==> src/rtl/instruction_memory_loader.sv <==
// Framed byte-stream loader driving byte writes into instruction memory.
// Optional trailing checksum byte enabled by defining LOADER_CHECKSUM_EN.
module instruction_memory_loader #(
  parameter int I_ADDR_W       = 12,
  parameter int I_MEMORY_DEPTH = 1 << I_ADDR_W
) (
  input  logic                clk,
  input  logic                rst,
  input  logic [7:0]          rx_data,
  input  logic                rx_valid,
  output logic                rx_ready,
  output logic                mem_we,
  output logic [I_ADDR_W-1:0] mem_waddr,
  output logic [7:0]          mem_wdata,
  output logic                cpu_hold,
  output logic                done,
  output logic                error
);

  typedef enum logic [2:0] {
    IDLE, ADDR_LO, ADDR_HI, LEN_LO, LEN_HI, DATA, CSUM
  } state_t;

  localparam logic [7:0]  SYNC  = 8'hA5;
  localparam logic [16:0] DEPTH = 17'(I_MEMORY_DEPTH);

  state_t state_q, state_d;
  logic [15:0] addr_q, addr_d;
  logic [15:0] len_q, len_d;
  logic [15:0] len_full;
  logic        acc;
  logic        we_d, hold_d, done_d, err_d;
  logic [I_ADDR_W-1:0] waddr_d;
  logic [7:0]          wdata_d;
`ifdef LOADER_CHECKSUM_EN
  logic [7:0] sum_q, sum_d, sum_chk;
`endif

  assign acc      = rx_valid && rx_ready;
  assign len_full = {rx_data, len_q[7:0]};

  always_comb begin
    state_d = state_q;
    addr_d  = addr_q;
    len_d   = len_q;
    we_d    = 1'b0;
    waddr_d = mem_waddr;
    wdata_d = mem_wdata;
    hold_d  = cpu_hold;
    done_d  = 1'b0;
    err_d   = 1'b0;
`ifdef LOADER_CHECKSUM_EN
    sum_d   = sum_q;
    sum_chk = sum_q + rx_data;
`endif
    if (acc) begin
      unique case (state_q)
        IDLE: begin
          if (rx_data == SYNC) begin
            state_d = ADDR_LO;
            hold_d  = 1'b1;
`ifdef LOADER_CHECKSUM_EN
            sum_d   = 8'h00;
`endif
          end
        end
        ADDR_LO: begin
          addr_d  = {8'h00, rx_data};
          state_d = ADDR_HI;
        end
        ADDR_HI: begin
          addr_d  = {rx_data, addr_q[7:0]};
          state_d = LEN_LO;
        end
        LEN_LO: begin
          len_d   = {8'h00, rx_data};
          state_d = LEN_HI;
        end
        LEN_HI: begin
          len_d = len_full;
          if ({1'b0, len_full} > DEPTH) begin
            err_d   = 1'b1;
            state_d = IDLE;
          end else if (len_full == 16'd0) begin
`ifdef LOADER_CHECKSUM_EN
            state_d = CSUM;
`else
            done_d  = 1'b1;
            hold_d  = 1'b0;
            state_d = IDLE;
`endif
          end else begin
            state_d = DATA;
          end
        end
        DATA: begin
          // upper address bits beyond I_ADDR_W fall away, giving the wrap
          we_d    = 1'b1;
          waddr_d = addr_q[I_ADDR_W-1:0];
          wdata_d = rx_data;
          addr_d  = addr_q + 16'd1;
          len_d   = len_q - 16'd1;
`ifdef LOADER_CHECKSUM_EN
          sum_d   = sum_chk;
          if (len_q == 16'd1) state_d = CSUM;
`else
          if (len_q == 16'd1) begin
            done_d  = 1'b1;
            hold_d  = 1'b0;
            state_d = IDLE;
          end
`endif
        end
`ifdef LOADER_CHECKSUM_EN
        CSUM: begin
          state_d = IDLE;
          if (sum_chk == 8'h00) begin
            done_d = 1'b1;
            hold_d = 1'b0;
          end else begin
            err_d  = 1'b1;
          end
        end
`endif
        default: state_d = IDLE;
      endcase
    end
  end

  always_ff @(posedge clk) begin
    if (rst) begin
      state_q   <= IDLE;
      addr_q    <= '0;
      len_q     <= '0;
      rx_ready  <= 1'b0;
      mem_we    <= 1'b0;
      mem_waddr <= '0;
      mem_wdata <= '0;
      cpu_hold  <= 1'b0;
      done      <= 1'b0;
      error     <= 1'b0;
`ifdef LOADER_CHECKSUM_EN
      sum_q     <= '0;
`endif
    end else begin
      state_q   <= state_d;
      addr_q    <= addr_d;
      len_q     <= len_d;
      rx_ready  <= 1'b1;
      mem_we    <= we_d;
      mem_waddr <= waddr_d;
      mem_wdata <= wdata_d;
      cpu_hold  <= hold_d;
      done      <= done_d;
      error     <= err_d;
`ifdef LOADER_CHECKSUM_EN
      sum_q     <= sum_d;
`endif
    end
  end

endmodule

==> config.mk <==
export PLATFORM = sky130hd
export DESIGN_NAME = instruction_memory_loader
export DESIGN_NICKNAME = d
export VERILOG_FILES = /design/src/rtl/instruction_memory_loader.sv
export SDC_FILE = /design/constraint.sdc
export NUM_CORES = 1
export LEC_CHECK = 0
export CAP_MARGIN = 5
export CORE_UTILIZATION = 40
export CTS_CLUSTER_DIAMETER = 120
export DETAILED_ROUTE_END_ITERATION = 8
export PLACE_DENSITY = 0.66
export SYNTH_ARGS = -nofsm -noshare
export SYNTH_HDL_FRONTEND = slang
export SYNTH_SLANG_ARGS = --single-unit
==> constraint.sdc <==
create_clock -name clk -period 4 [get_ports clk]
set_clock_uncertainty 0.2 [all_clocks]
set_input_delay 0.6 -clock clk [delete_from_list [all_inputs] [get_ports clk]]
set_output_delay 0.6 -clock clk [all_outputs]
set_load 0.01 [all_outputs]
Word-level counts from Yosys, hierarchy flattened
Index checks and enable logic that the tools add are counted.
Widths: inputs -> output; s select.
{"block": "word_totals", "regBits": 60, "latch_bits": 0, "ram_bits": 0, "romBits": 0, "inputBits": 11, "output_inout_bits": 25, "elab_cells": 65, "memories": 0}
{"block": "op_classes", "add_sub_neg": 2, "multipliers": 0, "div_mod_pow": 0, "n_lt_le_gt_ge": 1, "eq_ne": 11, "shifts": 0, "n_mux": 19, "n_bitwise": 3, "reduce_logical": 17}
{"cell": "$pmux 16 s3", "count": 2}
{"cell": "$pmux 3 s6", "count": 1}
{"cell": "$add 16x1->16 const B", "count": 1}
{"cell": "$eq 16x1->1 const B", "count": 1}
{"cell": "$gt 16x13->1 const B", "count": 1}
{"cell": "$logic_not 16->1", "count": 1}
{"cell": "$sub 16x1->16 const B", "count": 1}
{"cell": "$mux 3", "count": 4}
{"cell": "$mux 1", "count": 10}
{"cell": "$reduce_and 3->1", "count": 3}
{"cell": "$reduce_bool 3->1", "count": 3}
{"cell": "$eq 8x8->1 const B", "count": 1}
{"cell": "$ne 2x2->1 const B", "count": 4}
{"cell": "$eq 3x2->1 const B", "count": 2}
{"cell": "$eq 3x3->1 const B", "count": 2}
{"cell": "$reduce_and 2->1", "count": 3}
{"cell": "$reduce_and 6->1", "count": 1}
{"cell": "$reduce_bool 2->1", "count": 2}
{"cell": "$eq 3x1->1 const B", "count": 1}
{"cell": "$logic_not 3->1", "count": 1}
{"cell": "$not 1->1", "count": 3}
{"cell": "$pmux 1 s3", "count": 1}
{"cell": "$reduce_or 3->1", "count": 1}
{"cell": "$pmux 1 s2", "count": 1}
{"cell": "2 further kinds", "count": 2}

Longest topological paths before layout
{"block": "depth", "word_depth": 4, "ltp_mapped": 7, "ltp_nobuf": 7}

Worst setup path after synthesis
Ideal clock, no wire load.
{"block": "synth_timing", "kind": "reg2reg", "start": "reg len_q[0]", "end": "reg len_q[14]", "setup_ns": 0.122, "t_arrival_ns": 1.650, "required_ns": 3.678, "setup_slack_ns": 2.028, "path_stages_with_launch": 7, "path_buffers": 0, "synth_period_minus_slack_ns": 1.972, "path_cell_list": "dfxtp_1 -> inv_1 -> ha_1 -> nor3b_4 -> nand4_2 -> or3_4 -> a221o_1"}
{"block": "synth_via", "elab_chain_len": 2}
{"element": "start, declared", "line": "29", "source": "logic [15:0] len_q, len_d;"}
{"element": "start signal, assigned", "line": "148", "source": "len_q <= len_d;"}
{"element": "$sub 16x1->16", "line": "102", "source": "len_d = len_q - 16'd1;"}
{"element": "$pmux 16 s3", "line": "57", "source": "unique case (state_q)"}
No other way between the ends.
A chain may end at the register's enable or synchronous reset.

Worst setup path after layout
{"block": "layout_timing", "start": "reg state_q[0]", "end": "reg len_q[2]"}
{"block": "layout_via", "elab_chain_len": 3, "word_cells_on_any_way": 7, "cone_classes": "eq/ne: 3; mux: 1; bitwise: 1; reduce/logical: 2"}
{"element": "start, declared", "line": "27", "source": "state_t state_q, state_d;"}
{"element": "start signal, assigned", "line": "146", "source": "state_q <= state_d;"}
{"element": "$eq 3x3->1 or $eq 3x2->1 (tied branches)", "line": "57"}
{"element": "$reduce_bool 2->1 (no source line) or $not 1->1 (tied branches)"}
{"element": "$reduce_and 3->1 (no source line)"}
Several ways; a longest one is shown, not always the timed one.

==> impl_metrics.ini <==
[yosys]
ys_seq_elements = 56
yosys_warnings = 0
synthArstFlopShare_pct = 0
ys_seq_area_share_pct = 38.5
syn_inst = 371
synthFlopType = dfxtp_1
syn_avg_cell_area_um2 = 7.85
synth_edf_count = 0
syn-num-nets = 385
syn_area_um2 = 2910
ys_types = 59

[layout]
seq_area_um2 = 1120
final_common_cell = nand2_1
antennaDiodeCount = 0
nNetsFinal = 410
drive_gt1_share_pct = 6.80
area_growth_pct = 17.2
multi_input_area_um2 = 1680
n_fill_cell = 698
final_cell_mix = nand2_1, dfxtp_1, a21oi_1, nor2_1, clkdlybuf4s50_1

[status]
status = finished clean

[critical_path]
required_ns = 4.05
cp.arrival_ns = 2.75
worstSetupStartpoint = state_q[0]
r2r_slack_ns = 1.30
cp_max_fo = 25
reg2reg_depth = 6
r2r_end = len_q[2]
worst_setup_path_end_kind = register
crit_type = register to register
start_kind = register
r2r_start = state_q[0]

[route]
dr.pass1.iters = 4
vias_per_cell = 5.68
first_iter_violations = 255
totalWireLength_um = 7720
vias = 2800
drc = 0
ant_nets = 0
wl_per_cell_um = 15.6

[sta]
tns_ns = 0
whs_ns = 0.259
clock.fmax_mhz = 371
hold_violations = 0
finalCriticalPeriod_ns = 2.70
period_share_pct = 67.5
worstMarginPinSlew_ns = 0.818
finalSetupViolCount = 0
max_slew_margin_pct = 45.4
drv_slew = 0
rsz0062_at_grt = false

[clock_tree]
postCtsResizedCells = 0
cts_tree = done
holdBufCountCts = 0
worstSkewPairLatency_ns = 0.32
clkTransAtPathRegs_ns = 0.11
cts_inserted_buffers = 5
post_cts_buffers = 0
clockBufferDepth = 2
cts.sinks = 56
cts-root-buf = clkbuf_8
htree_levels = 2

[floorplanning]
core_um2 = 6910
start_util_pct = 42.2
dieArea_um2 = 7630
ios = 36
rows = 30
die_w_um = 87.4
die_h_um = 87.4

[flow_run]
max-cap-violations = 0

[grt]
grt_max_degree = 32
grt_pass1_vias = 2477
antenna_found_initial = 0
grt_util_all_layers_pct = 21.3
overflow = 0
grt_pass1_wl_um = 12600

[hold_path]
min_from = mem_waddr[1]
min_path_type = register to register
holdPathStages = 2
min_delay_worst_endpoint = mem_waddr[1]

[pwr]
ir_worst_vdd_mv = 0.122
p_leak_uw = 0.00122
power_density_nw_per_um2 = 274

[placed_design]
hpwl_um = 5250
gp_congestion = 0.847
port-buffer-count = 35
worst max-delay path by stage:
stage | to | slack, ns | cells past startpoint
2_1_floorplan | len_q[14] | 2.03 | 6
4_1_cts | len_q[2] | 1.32 | 6
6_report | len_q[2] | 1.30 | 6
5_1_grt | len_q[2] | 1.09 | 6
3_3_place_gp | len_q[14] | 1.33 | 5
3_5_place_dp | len_q[14] | 1.29 | 5
cell type report:
cell class                 count  share of cell area [%]
multi-input combinational    287                    49.2
sequential                    56                    32.8
timing repair buffer          39                    11.0
tap                           96                    3.52
clock buffer                   5                    2.01
inverter                       7                   0.769
clock inverter                 3                   0.733
per-stage QoR:
stage	setup WS (ns)	utilization [%]	area, um^2	total power (uW)	cells
floorplan	2.03	-	2910	590	371
global placement	1.33	48.1	3320	616	485
detailed placement	1.29	48.1	3320	617	485
CTS	1.32	49.5	3420	946	493
global route	1.09	49.5	3420	969	493
finish	1.30	49.5	3420	938	493
worst max-delay path: stages (launching register included):
cell      delay, ns
dfxtp_1        0.87
nand3b_1       0.61
nor2_1         0.29
buf_4          0.24
a21oi_1        0.09
a21o_2         0.19
a21oi_1        0.12
sequential cells by signal (all words and copies together), names as in the netlist:
signal     cells
addr_q        12
cpu_hold       1
done           1
error          1
len_q         16
mem_waddr     12
mem_wdata      8
mem_we         1
rx_ready       1
state_q        3
metal layers:
| metal | part of all wire [%] | global-route usage, % | wire length (um) |
|---|---|---|---|
| met1 | 49 | 30.0 | 3820 |
| met2 | 45 | 33.5 | 3480 |
| met3 | 3.9 | 2.27 | 299 |
| met4 | 1.5 | 7.75 | 119 |
| met5 | 0 | 0 | 0 |
synth_stat cells (3+ instances only):
cell | instances | area [um^2]
ha_1 | 3 | 37.5
a22oi_1 | 11 | 82.6
a21oi_1 | 43 | 215
o21ai_0 | 24 | 120
nand2_1 | 65 | 244
buf_2 | 7 | 35.0
dfxtp_1 | 56 | 1120
nor3_1 | 6 | 30.0
nor4_1 | 6 | 37.5
a211oi_1 | 5 | 37.5
xor2_1 | 6 | 52.6
a32o_1 | 5 | 50.1
nor2_1 | 35 | 131
a31oi_1 | 4 | 25.0
a221oi_1 | 4 | 35.0
inv_1 | 7 | 26.3
nor2b_1 | 3 | 18.8
nand4_1 | 3 | 18.8
nand2b_1 | 3 | 18.8
nand3_1 | 7 | 35.0
clkbuf_1 | 13 | 48.8
a21o_1 | 5 | 37.5
and3_1 | 5 | 31.3
a22o_1 | 3 | 26.3
logic make-up after synthesis:
kind of cell / after synthesis / share of synthesized area, %
DFF: 56 / 38.5
adders and majority gates: 3 / 1.29
and+or+nand+nor: 156 / 27.9
xor gates and xnor gates: 7 / 2.10
AOI/OAI and AO/OA: 121 / 26.4
buffers and inverters: 28 / 3.91
where the power goes:
group | switching [uW] | leakage (uW) | total [uW] | internal [uW]
Combinational | 30.6 | 0.000720 | 46.5 | 15.9
Sequential | 0.666 | 0.000451 | 558 | 558
Clock | 204 | 0.0000452 | 333 | 128
Note: power is estimated with default switching activity, not from simulation.
